$ cat src/rtl/register_bank.sv
// register_bank
//   Small general-purpose register file with a built-in single-operand ALU.
//   Each rising edge with n_load_i low applies one operation (load, increment,
//   decrement, shifts, rotate, clear, no-op) to register wr_addr_i. Carry and
//   zero flags describe the last executed operation. Two registered read ports
//   see the value written on the same edge (write-to-read bypass). Port A can
//   also be driven onto an output bus, gated by n_enable_i.
//
// Ports
//   clk          clock, all state changes on the rising edge
//   rst          asynchronous, active-high reset
//   n_load_i     execute op_i on register wr_addr_i this edge (active-low)
//   op_i         operation select
//   wr_addr_i    target register of the executed operation
//   bus_in_i     data source for LOAD
//   rd_addr_a_i  read-port A address
//   rd_addr_b_i  read-port B address
//   n_enable_i   drive value_a_o onto bus_out_o (active-low)
//   value_a_o    registered read-port A data
//   value_b_o    registered read-port B data
//   bus_out_o    value_a_o when enabled, otherwise all-zero
//   bus_oe_o     bus output enable, inverse of n_enable_i
//   cf_o         carry/borrow flag of the last executed operation
//   zf_o         zero flag of the last executed operation
module register_bank #(
  parameter int WIDTH  = 8,
  parameter int DEPTH  = 4,
  parameter int ADDR_W = $clog2(DEPTH)
) (
  input  logic              clk,
  input  logic              rst,
  input  logic              n_load_i,
  input  logic [2:0]        op_i,
  input  logic [ADDR_W-1:0] wr_addr_i,
  input  logic [WIDTH-1:0]  bus_in_i,
  input  logic [ADDR_W-1:0] rd_addr_a_i,
  input  logic [ADDR_W-1:0] rd_addr_b_i,
  input  logic              n_enable_i,
  output logic [WIDTH-1:0]  value_a_o,
  output logic [WIDTH-1:0]  value_b_o,
  output logic [WIDTH-1:0]  bus_out_o,
  output logic              bus_oe_o,
  output logic              cf_o,
  output logic              zf_o
);

  localparam logic [2:0] OP_LOAD = 3'b000;
  localparam logic [2:0] OP_INC  = 3'b001;
  localparam logic [2:0] OP_DEC  = 3'b010;
  localparam logic [2:0] OP_SHL  = 3'b011;
  localparam logic [2:0] OP_SHR  = 3'b100;
  localparam logic [2:0] OP_CLR  = 3'b101;
  localparam logic [2:0] OP_ROL  = 3'b110;
  localparam logic [2:0] OP_NOP  = 3'b111;

  localparam logic [WIDTH-1:0] ZERO_C = {WIDTH{1'b0}};
  localparam logic [WIDTH-1:0] ONES_C = {WIDTH{1'b1}};
  localparam logic [WIDTH-1:0] ONE_C  = {{(WIDTH-1){1'b0}}, 1'b1};

  logic [WIDTH-1:0] regs_q [DEPTH];
  logic [WIDTH-1:0] regs_d [DEPTH];
  logic [WIDTH-1:0] value_a_q, value_a_d;
  logic [WIDTH-1:0] value_b_q, value_b_d;
  logic             cf_q, cf_d;
  logic             zf_q, zf_d;

  logic [WIDTH-1:0] old_s;
  logic [WIDTH-1:0] res_s;
  logic             cf_res_s;
  logic             exec_s;

  // ALU: result and carry of op_i applied to the currently addressed register.
  always_comb begin
    old_s    = regs_q[wr_addr_i];
    res_s    = old_s;
    cf_res_s = 1'b0;
    case (op_i)
      OP_LOAD: begin
        res_s    = bus_in_i;
        cf_res_s = 1'b0;
      end
      OP_INC: begin
        res_s    = old_s + ONE_C;
        cf_res_s = (old_s == ONES_C);
      end
      OP_DEC: begin
        res_s    = old_s - ONE_C;
        cf_res_s = (old_s == ZERO_C);
      end
      OP_SHL: begin
        res_s    = {old_s[WIDTH-2:0], 1'b0};
        cf_res_s = old_s[WIDTH-1];
      end
      OP_SHR: begin
        res_s    = {1'b0, old_s[WIDTH-1:1]};
        cf_res_s = old_s[0];
      end
      OP_CLR: begin
        res_s    = ZERO_C;
        cf_res_s = 1'b0;
      end
      OP_ROL: begin
        res_s    = {old_s[WIDTH-2:0], old_s[WIDTH-1]};
        cf_res_s = old_s[WIDTH-1];
      end
      OP_NOP: begin
        res_s    = old_s;
        cf_res_s = 1'b0;
      end
      default: begin
        res_s    = old_s;
        cf_res_s = 1'b0;
      end
    endcase
  end

  // NOP is treated as "not executed" so it leaves both register and flags alone.
  assign exec_s = ~n_load_i & (op_i != OP_NOP);

  // Next-state of the register file and flags; read ports see the post-write
  // file so a same-edge write is bypassed to both ports.
  always_comb begin
    regs_d = regs_q;
    cf_d   = cf_q;
    zf_d   = zf_q;
    if (exec_s) begin
      regs_d[wr_addr_i] = res_s;
      cf_d              = cf_res_s;
      zf_d              = (res_s == ZERO_C);
    end else begin
      regs_d = regs_q;
    end
    value_a_d = regs_d[rd_addr_a_i];
    value_b_d = regs_d[rd_addr_b_i];
  end

  // State registers; reset clears everything asynchronously and zf reads as 1.
  always_ff @(posedge clk or posedge rst) begin
    if (rst) begin
      for (int i = 0; i < DEPTH; i++) begin
        regs_q[i] <= ZERO_C;
      end
      value_a_q <= ZERO_C;
      value_b_q <= ZERO_C;
      cf_q      <= 1'b0;
      zf_q      <= 1'b1;
    end else begin
      regs_q    <= regs_d;
      value_a_q <= value_a_d;
      value_b_q <= value_b_d;
      cf_q      <= cf_d;
      zf_q      <= zf_d;
    end
  end

  assign value_a_o = value_a_q;
  assign value_b_o = value_b_q;
  assign cf_o      = cf_q;
  assign zf_o      = zf_q;

  // Output bus is a plain gated copy of port A; no internal tri-state.
  assign bus_oe_o  = ~n_enable_i;
  assign bus_out_o = n_enable_i ? ZERO_C : value_a_q;

endmodule

$ cat config.mk
export PLATFORM = sky130hd
export DESIGN_NAME = register_bank
export DESIGN_NICKNAME = d
export VERILOG_FILES = /design/src/rtl/register_bank.sv
export SDC_FILE = /design/constraint.sdc
export NUM_CORES = 1
export LEC_CHECK = 0
export ABC_CLOCK_PERIOD_IN_PS = 3750
export BUFFER_PORTS_ARGS = -buffer_cell sky130_fd_sc_hd__buf_2
export CAP_MARGIN = 30
export CORE_ASPECT_RATIO = 1.2
export CORE_MARGIN = 8
export CORE_UTILIZATION = 45
export CTS_CLUSTER_DIAMETER = 150
export CTS_CLUSTER_SIZE = 20
export DETAILED_ROUTE_END_ITERATION = 8
export PLACE_DENSITY = 0.65
export RECOVER_POWER = 25
export SLEW_MARGIN = 20
export SYNTH_ARGS = -nofsm -noshare
export SYNTH_HDL_FRONTEND = slang
export SYNTH_SLANG_ARGS = --single-unit
$ cat constraint.sdc
create_clock -name clk -period 3.75 [get_ports clk]
set_input_delay 0.1875 -clock clk [delete_from_list [all_inputs] [get_ports clk]]
set_output_delay 0.1875 -clock clk [all_outputs]
set_load 0.02 [all_outputs]
==> results of run 1 <==
-- metal layers --
layer	routed length (um)	GRT usage (%)	part of all wire (%)	vias up
li1	-	-	-	1200
met1	3450	21.7	41	1320
met2	4290	29.3	51	99
met3	475	2.80	5.6	16
met4	206	7.60	2.4	0
met5	0	0	0	-
-- Yosys cell counts (2+ instances only) --
cell type,number,area [um2]
mux4_1,3,78.8
nand4b_1,2,17.5
a211oi_1,3,22.5
buf_6,2,22.5
mux2_2,21,236
inv_1,7,26.3
o21bai_1,2,15.0
a21oi_1,9,45.0
a221oi_1,2,17.5
nor2_1,20,75.1
a31oi_1,4,25.0
buf_2,3,15.0
xor2_1,2,17.5
o21a_1,2,15.0
buf_1,5,18.8
clkbuf_1,10,37.5
o211ai_1,2,15.0
dfrtp_1,49,1230
nor3_1,8,40.0
mux4_2,24,541
nor2b_1,9,56.3
xnor2_1,7,61.3
a2111oi_0,2,17.5
a21o_1,2,15.0
o21ai_0,15,75.1
nand2_1,27,101
nand3b_1,3,22.5
nor4_1,2,12.5
nand3_1,7,35.0
a311oi_1,2,17.5
mux2i_1,8,80.1
or3_1,3,18.8
ha_1,6,75.1
a211o_1,2,17.5
nand4_1,2,12.5
-- critical path, delay by kind of cell (launching register included) --
kind,cells,cell delay [ns]
muxes,3,1.38
xor gates and xnor gates,1,0.08
adders and majority gates,1,0.48
DFF,1,0.41
AOI/OAI and AO/OA,4,1.06
-- registers in the layout, indices dropped and copies added (netlist names) --
register / cells
cf_o: 1
value_a_o: 8
value_b_o: 8
regs_q: 32
zf_o: 1
-- power by group through the flow --
| stage | clock [mW] | combinational (mW) | sequential [mW] |
|---|---|---|---|
| floorplan | 0 | 0.752 | 0.925 |
| global placement | 0 | 1.13 | 0.853 |
| detailed placement | 0 | 1.16 | 0.858 |
| CTS | 0.367 | 1.16 | 0.850 |
| global route | 0.390 | 1.26 | 0.874 |
| finish | 0.361 | 1.15 | 0.851 |
-- metrics by stage --
stage          total power [mW]  setup WS (ns)  util, %
6_report                   2.36          0.223     52.5
2_1_floorplan              1.68          0.128        -
3_5_place_dp               2.02         0.0314     51.1
3_3_place_gp               1.99         0.0638     50.8
5_1_grt                    2.52         0.0686     52.5
4_1_cts                    2.38          0.254     52.7
-- logic make-up (layout without fill, tap and decap cells) --
kind of cell / after synthesis / in the layout
and+or+nand+nor: 86 / 86
muxes: 57 / 57
DFF: 50 / 50
buffers and inverters: 28 / 79
adders and majority gates: 7 / 7
xor gates and xnor gates: 9 / 9
AOI/OAI and AO/OA: 54 / 54
-- final timing paths --
check / end / slack (ns) / cells after the start
setup / recovery: value_a_o[6] / 0.22 / 9
hold / removal: cf_o / 0.20 / 3
setup reg to reg: value_a_o[6] / 0.22 / 9
hold reg to reg: regs_q[15] / 0.53 / 2
max in group asynchronous: regs_q[21] / 1.20 / 4
min in group asynchronous: value_b_o[2] / 0.53 / 3
-- repair_timing --
item                       in CTS  in global routing
buffers inserted                0                  0
setup endpoints to repair       0                  0
hold endpoints to repair       17                  0
hold buffers                    1                  0
-- area by class of cell --
| type | count | area [um2] |
|---|---|---|
| fill | 654 | 3400 |
| multi-input combinational | 213 | 1900 |
| sequential | 50 | 1250 |
| timing repair buffer | 63 | 345 |
| tap | 90 | 113 |
| clock buffer | 8 | 110 |
| inverter | 8 | 30.0 |
==> results.ini, run 1 <==
[detailed_routing]
first_iter_violations = 175
vias = 2635
drc = 0
post_drt_wl_per_cell_um = 19.5
wl_um = 8420
vias_per_cell = 6.10
firstDrtPassIters = 4
antenna_left = 0

[die]
start_util_pct = 45.9
die_h_um = 109
die_area_um2 = 10300
ioPinCount = 48
coreArea_um2 = 7150
rows = 34
die-width_um = 93.9

[critical_path]
critPathMaxFanout = 7
worstPathCellList = mux4_2 -> fa_1 -> a211oi_1 -> o21bai_1 -> a21oi_1 -> xnor2_1 -> a211o_1 -> mux2_2 -> mux4_2
worstPathArrival_ns = 3.71
cp.required_ns = 3.93
worst-setup-path-type = flop to flop
cpPeakStageDelay_ns = 0.60
crit_slowest_cell = mux4_2
start_kind = flop
rr_startpoint = regs_q[1]
startpoint = regs_q[1]
crit_top_cell = mux4_2
endpoint_kind = flop

[sta]
max_freq_mhz = 284
finalHoldViolCount = 0
drv_slew = 34
setup_viol = 0
post-route-min-period_ns = 3.53
clock_skew_ns = 0.00813
post-route-period-util_pct = 94.0
rsz0062_at_grt = false
tightest_slew_ns = 1.70
max_slew_margin_pct = -13.6
tns_ns = 0
holdWs_ns = 0.201

[pwr]
p_seq_share_pct = 36.0
swShare_pct = 38.6
p_switching_mw = 0.912
p_clk_share_pct = 15.3
intPower_mw = 1.45
leakage_nw = 1.70
share_comb_of_total_power_pct = 48.7
irDropWorstVdd_mv = 0.268
p_per_area_nw_per_um2 = 630

[final_layout]
final_cell_area_um2 = 3750
final_cell_mix = 49 x dfrtp_1, 42 x buf_2, 27 x nand2_1
drive_gt1_share_pct = 33.0
final_common_cell = dfrtp_1
n_antenna_cell = 0
instances_no_fill = 432
syn2layout_area_growth_pct = 14.5
fin_nets = 369

[global_route]
grt_max_degree = 34
grt_overflow = 0
antenna_found_initial = 0
first_global_vias = 2670
grt_usage_pct = 17.4
grt_pass1_wl_um = 13900

[clock_network]
clkLatencyLatePin_ns = 0.30
clock_path_buffers = 2
root_buffer = clkbuf_8
cts.reportedPaths.clkPinSlew_ns = 0.09
cts_sinks = 50
cts_tree = built
htreeDepth = 2
cts_resized = 0
cts_buffers = 5

[synthesis]
async_flop_share_pct = 100
ys_ff_latch = 50
synthAdderAreaFrac_pct = 2.90
avgSynthCellArea_um2 = 11.3
synthXorXnorAreaFrac_pct = 2.41
ys_seq_area_share_pct = 38.2
synth_cells = 291
syn_nets = 319
synth_top_family_by_area = multiplexers
synth.mux.area_fraction_pct = 29.0
synth_flop_cell = dfrtp_1
synth_edf_count = 0
syn_area_um2 = 3280
yosysWarnings = 0
synth-simple-area-share_pct = 12.6
synth_compound_area_share_pct = 11.0
ys_types = 49

[run]
max-cap-violations = 1

[placement]
port_buffers = 47
gp_congestion = 0.873
dp_cells = 422
placed_cell_area_um2 = 3650
hpwl_um = 6390

[outcome]
failed_checks = capacitance limit, slew limit
status = finished with violations

[hold_path]
hold_start = n_load_i
hold_class = primary input to flop

Power figures use the tool's default switching activity.
==> run 2, diff against run 1 <==
Settings changed: CELL_PAD_IN_SITES_DETAIL_PLACEMENT set to 1, CELL_PAD_IN_SITES_GLOBAL_PLACEMENT set to 2, CORE_UTILIZATION 45 to 38, PLACE_DENSITY 0.65 to unset, PLACE_DENSITY_LB_ADDON set to 0.1.
==> run 2 against run 1 <==
Total power grew 3.6%. Wire length grew 15%. Critical endpoint is now value_b_o[6]. Sequential cell count is the same. Utilization shrank 7.1 points. Combinational power grew 5%. Non-clock buffer count grew 8. Maximum frequency grew 1.7%. Clock power grew 4%. The run still ends with capacitance limit, slew limit left. First-iteration DRC count shrank 57%. Cell count grew 8.1%. Register-to-register slack gained 0.06 ns. Design area grew 2.6%.
==> results.ini, run 2 (synthesis results as in run 1) <==
[outcome]
status = finished with violations
failed_checks = capacitance limit, slew limit

[pwr]
irDropWorstVdd_mv = 0.355
share_comb_of_total_power_pct = 49.4
intPower_mw = 1.51
leakage_nw = 1.75
p_clk_share_pct = 15.3
p_switching_mw = 0.943
p_seq_share_pct = 35.2
p_per_area_nw_per_um2 = 637
swShare_pct = 38.5

[detailed_routing]
antenna_left = 0
firstDrtPassIters = 4
first_iter_violations = 76
wl_um = 9660
vias = 2579
vias_per_cell = 5.52
post_drt_wl_per_cell_um = 20.7
drc = 0

[clock_network]
clock_path_buffers = 2
cts_tree = built
cts_hold_buf = 1
post_cts_buffers = 0
cts.reportedPaths.clkPinSlew_ns = 0.09
cts_resized = 0
cts_buffers = 5
htreeDepth = 2
cts_sinks = 50
root_buffer = clkbuf_8
clkLatencyLatePin_ns = 0.31

[sta]
max_slew_margin_pct = -18.6
tns_ns = 0
max_freq_mhz = 288
finalHoldViolCount = 0
drv_slew = 34
rsz0062_at_grt = false
post-route-period-util_pct = 92.5
tightest_slew_ns = 1.78
clock_skew_ns = 0.0110
fin_ws_ns = 0.282
setup_viol = 0
post-route-min-period_ns = 3.47

[critical_path]
crit_buf_inv = 1
cp.required_ns = 3.92
worstPathArrival_ns = 3.64
crit_slowest_cell = mux4_2
worst-setup-path-type = flop to flop
critPathTopFamily = multiplexers
crit_top_cell = mux4_2
start_kind = flop
cpPeakStageDelay_ns = 0.51
worstPathCellList = mux4_2 -> fa_1 -> a211oi_1 -> buf_4 -> o21bai_1 -> a21oi_1 -> xnor2_1 -> a211o_1 -> mux2_2 -> mux4_2
endpoint_kind = flop
critPathMaxFanout = 5

[placement]
dp_slack_ns = 0.105
gp_congestion = 0.808
hpwl_um = 7550
port_buffers = 47

[die]
rows = 37
die_h_um = 118
start_util_pct = 38.7
die_area_um2 = 11900
coreArea_um2 = 8470
ioPinCount = 48
die-width_um = 101

[final_layout]
largest_register_ffs = 32
multiInputGateArea_um2 = 1900
fillCellCount = 976
final_cell_mix = 49 x dfrtp_1, 45 x buf_2, 27 x nand2_1
n_antenna_cell = 0
seq_area_um2 = 1250
final_common_cell = dfrtp_1
regMostFlops = regs_q
drive_gt1_share_pct = 34.9
syn2layout_area_growth_pct = 17.4
fin_nets = 377

[global_route]
antenna_found_initial = 0
grt_pass1_wl_um = 16200
grt_max_degree = 34
grt_overflow = 0
grt_usage_pct = 17.6
first_global_vias = 2879

[run]
max-cap-violations = 1

[hold_path]
hold_class = primary input to flop

-- run 2: path summary, 6_finish.rpt --
check | start | to | slack [ns] | cells after the start
max reg2reg | regs_q[0] | value_b_o[6] | 0.28 | 10
max | regs_q[0] | value_b_o[6] | 0.28 | 10
min reg2reg | regs_q[23] | regs_q[23] | 0.54 | 2
min | n_load_i | cf_o | 0.21 | 3
max in group asynchronous | rst | regs_q[15] | 1.14 | 4
min in group asynchronous | rst | cf_o | 0.52 | 3
-- run 2: final cells by class --
cell class,instances,share of cell area [%]
Tap cell,117,3.80
Inverter,8,0.780
Multi-Input combinational cell,213,49.4
Clock buffer,7,1.98
Timing Repair Buffer,71,10.7
Clock inverter,1,0.780
Sequential cell,50,32.6
-- run 2: routing by layer --
| metal | share of wire, % | wire length (um) | vias to the layer above | GRT usage, % |
|---|---|---|---|---|
| li1 | - | - | 1213 | - |
| met1 | 44 | 4220 | 1309 | 22.5 |
| met2 | 52 | 4980 | 51 | 29.7 |
| met3 | 3.7 | 362 | 6 | 2.78 |
| met4 | 0.98 | 95 | 0 | 4.45 |
| met5 | 0 | 0 | - | 0 |
-- run 2: power by group through the flow --
stage	registers, mW	logic, mW	clock network, mW
6_report	0.863	1.21	0.376
5_1_grt	0.891	1.33	0.405
4_1_cts	0.864	1.23	0.387
3_5_place_dp	0.873	1.23	0
3_3_place_gp	0.868	1.20	0
2_1_floorplan	0.925	0.752	0
-- run 2: per-stage QoR --
stage | area [um2] | instances | hold slack [ns] | total power, mW | util, %
after global placement | 3730 | 457 | 0.507 | 2.07 | 44.0
after detailed placement | 3750 | 458 | 0.200 | 2.10 | 44.3
after floorplan | 3280 | 291 | 0.356 | 1.68 | -
final | 3850 | 467 | 0.205 | 2.45 | 45.4
after CTS | 3870 | 467 | 0.202 | 2.48 | 45.6
after global routing | 3850 | 467 | 0.248 | 2.62 | 45.4
-- run 2: worst min-delay path, cell delays in order --
cell and delay [ns]:
buf_2 0.10, a31oi_1 0.04, a31oi_1 0.14
==> run 3, diff against run 2 <==
Settings changed: ABC_AREA set to 1, ABC_CLOCK_PERIOD_IN_PS 3750 to 4220, CORE_UTILIZATION 38 to 34.
Clock period 3.75 ns to 4.22 ns, I/O delays scaled along.
==> run 3 against run 2 <==
The flow now finishes without violations. Cell count grew 49%. Maximum frequency up 27%. Sequential cell count stayed put. Combinational power down 45%. Critical path type unchanged. Setup slack improved by 1.2 ns. Sequential power fell by 25%. Clock skew fell by 0.0061 ns. Design area grew 3.6%. Wire length up 32%. First-iteration DRC count rose by 120%.
==> results.ini, run 3 <==
[clock_network]
cts_tree = built
clkLatencyLatePin_ns = 0.29
cts_resized = 0
root_buffer = clkbuf_16
post_cts_buffers = 0
cts_buffers = 5
htreeDepth = 2
clock_path_buffers = 2
cts.reportedPaths.clkPinSlew_ns = 0.06
cts_sinks = 50

[global_route]
grt_pass1_wl_um = 20700
antenna_found_initial = 0
grt_overflow = 0
grt_usage_pct = 19.3
first_global_vias = 3768
grt_max_degree = 33

[sta]
tns_ns = 0
tightest_slew_ns = 0.861
fin_ws_ns = 1.48
drv_slew = 0
setup_viol = 0
finalHoldViolCount = 0
max_slew_margin_pct = 42.5
clock_skew_ns = 0.00491
post-route-min-period_ns = 2.74
rsz0062_at_grt = false
post-route-period-util_pct = 64.9
max_freq_mhz = 365

[hold_path]
hold_class = primary input to flop
hold_start = rd_addr_b_i[1]

[outcome]
status = completed

[die]
die-width_um = 108
die_h_um = 127
ioPinCount = 48
rows = 40
die_area_um2 = 13700
coreArea_um2 = 9960
start_util_pct = 34.8

[critical_path]
worst-setup-path-type = flop to flop
critPathMaxFanout = 7
rr_startpoint = regs_q[16]
endpoint_kind = flop
cp.required_ns = 4.39
start_kind = flop
worstPathArrival_ns = 2.91
startpoint = regs_q[16]

[pwr]
leakage_nw = 2.15
p_per_area_nw_per_um2 = 428
total_power_mw = 1.70
irDropWorstVdd_mv = 0.190

[synthesis]
synth_top_area_share_pct = 35.4
yosysTopAreaCell = dfrtp_1
ys_ff_latch = 50
syn_nets = 550
synth_edf_count = 0
ys_seq_area_share_pct = 36.1
syn_area_um2 = 3470
synth_cells = 522
synth_flop_cell = dfrtp_1
avgSynthCellArea_um2 = 6.64
yosys-top-cells-area = dfrtp_1 35%, nand2_1 21%, nand3_1 7.9%
yosysMostFrequentCell = nand2_1
ys_types = 37
yosys-top-cells-count = 193 x nand2_1, 55 x nand3_1, 49 x dfrtp_1
async_flop_share_pct = 100
yosysWarnings = 0

[placement]
hpwl_um = 10000
gp_congestion = 0.826
port_buffers = 47
dp_slack_ns = 1.24

[final_layout]
fillCellCount = 1316
regMostFlops = regs_q
fin_nets = 596
n_antenna_cell = 0
largest_register_ffs = 32
drive_gt1_share_pct = 15.1
final_common_cell = nand2_1
final_cell_mix = 193 x nand2_1, 55 x nand3_1, 49 x dfrtp_1
syn2layout_area_growth_pct = 14.9

[detailed_routing]
firstDrtPassIters = 4
wl_um = 12700
vias_per_cell = 5.21
vias = 3623
antenna_left = 0
post_drt_wl_per_cell_um = 18.3
drc = 0
first_iter_violations = 170

[run]
max-cap-violations = 0

-- run 3: cell types whose count changed after synthesis, moves of 8 or more --
cell,change
a21boi_0,+12
inv_1,+41
inv_2,+10
mux2_2,-21
mux2i_1,-8
mux4_2,-24
nand2_1,+166
nand3_1,+48
nor2_1,+13
nor2b_1,-9
o21ai_1,+17
or2_2,+14
-- run 3: repair_timing --
action,CTS,global route
endpoints found under the setup margin,0,0
hold buffers,1,0
hold endpoints to repair,18,0
-- run 3: through the flow --
step	cell area (um2)	util (%)	hold slack, ns	instances
2_1_floorplan	3470	-	0.456	522
3_3_place_gp	3830	38.5	0.470	685
3_5_place_dp	3850	38.7	0.262	686
6_report	3990	40.0	0.268	695
4_1_cts	4000	40.2	0.264	695
5_1_grt	3990	40.0	0.270	695
-- run 3: worst paths after layout --
path,end,slack [ns],cells after the start
worst max-delay path,value_a_o[2],1.48,14
worst max register to register,value_a_o[2],1.48,14
max in group asynchronous,zf_o,2.83,4
min in group asynchronous,value_b_o[3],0.65,3
worst min-delay path,value_b_o[5],0.27,3
worst min register to register,zf_o,0.48,2
-- run 3: area by class of cell --
type	count	area, um2	area share [%]
well taps	126	158	3.96
multi-input cells	398	1930	48.5
clock buffers	8	136	3.42
repair buffers	53	279	7.00
inverters	60	225	5.65
flip-flops and latches	50	1250	31.4
-- run 3: worst max-delay path, cell delays in order, from the launching register on --
cell     delay [ns]
dfrtp_1        0.41
nand2_1        0.08
nand2_1        0.05
nand2_1        0.08
nand2_2        0.14
fa_1           0.51
or2_2          0.31
nand3_1        0.10
nand2_1        0.07
nor2_1         0.14
nand2_1        0.16
o21ai_1        0.28
inv_2          0.08
o21ai_1        0.13
nand2_1        0.07
-- run 3: where the power goes --
part           switching (mW)  leakage [nW]  internal (mW)
Combinational           0.456          1.47          0.209
Clock                   0.173        0.0652          0.221
Sequential             0.0585         0.609          0.586
Total                   0.687          2.15           1.02
-- run 3: layer usage --
metal	part of all wire, %	wire length (um)	vias up	track usage, %
met1	44	5620	1768	23.9
met4	2.1	271	0	7.04
met5	0	0	-	0
li1	-	-	1762	-
met2	50	6400	79	33.2
met3	3.5	445	14	2.38
-- run 3: cells by family (layout without fill, tap and decap cells) --
group                      after synthesis  in the layout  share of synthesized area, %
buffers and inverters                   74            121                          8.12
adders and majority gates                7              7                          2.74
and+or+nand+nor                        321            321                          40.5
AOI/OAI and AO/OA                       69             69                          12.2
DFF                                     50             50                          36.1
xor gates and xnor gates                 1              1                         0.253
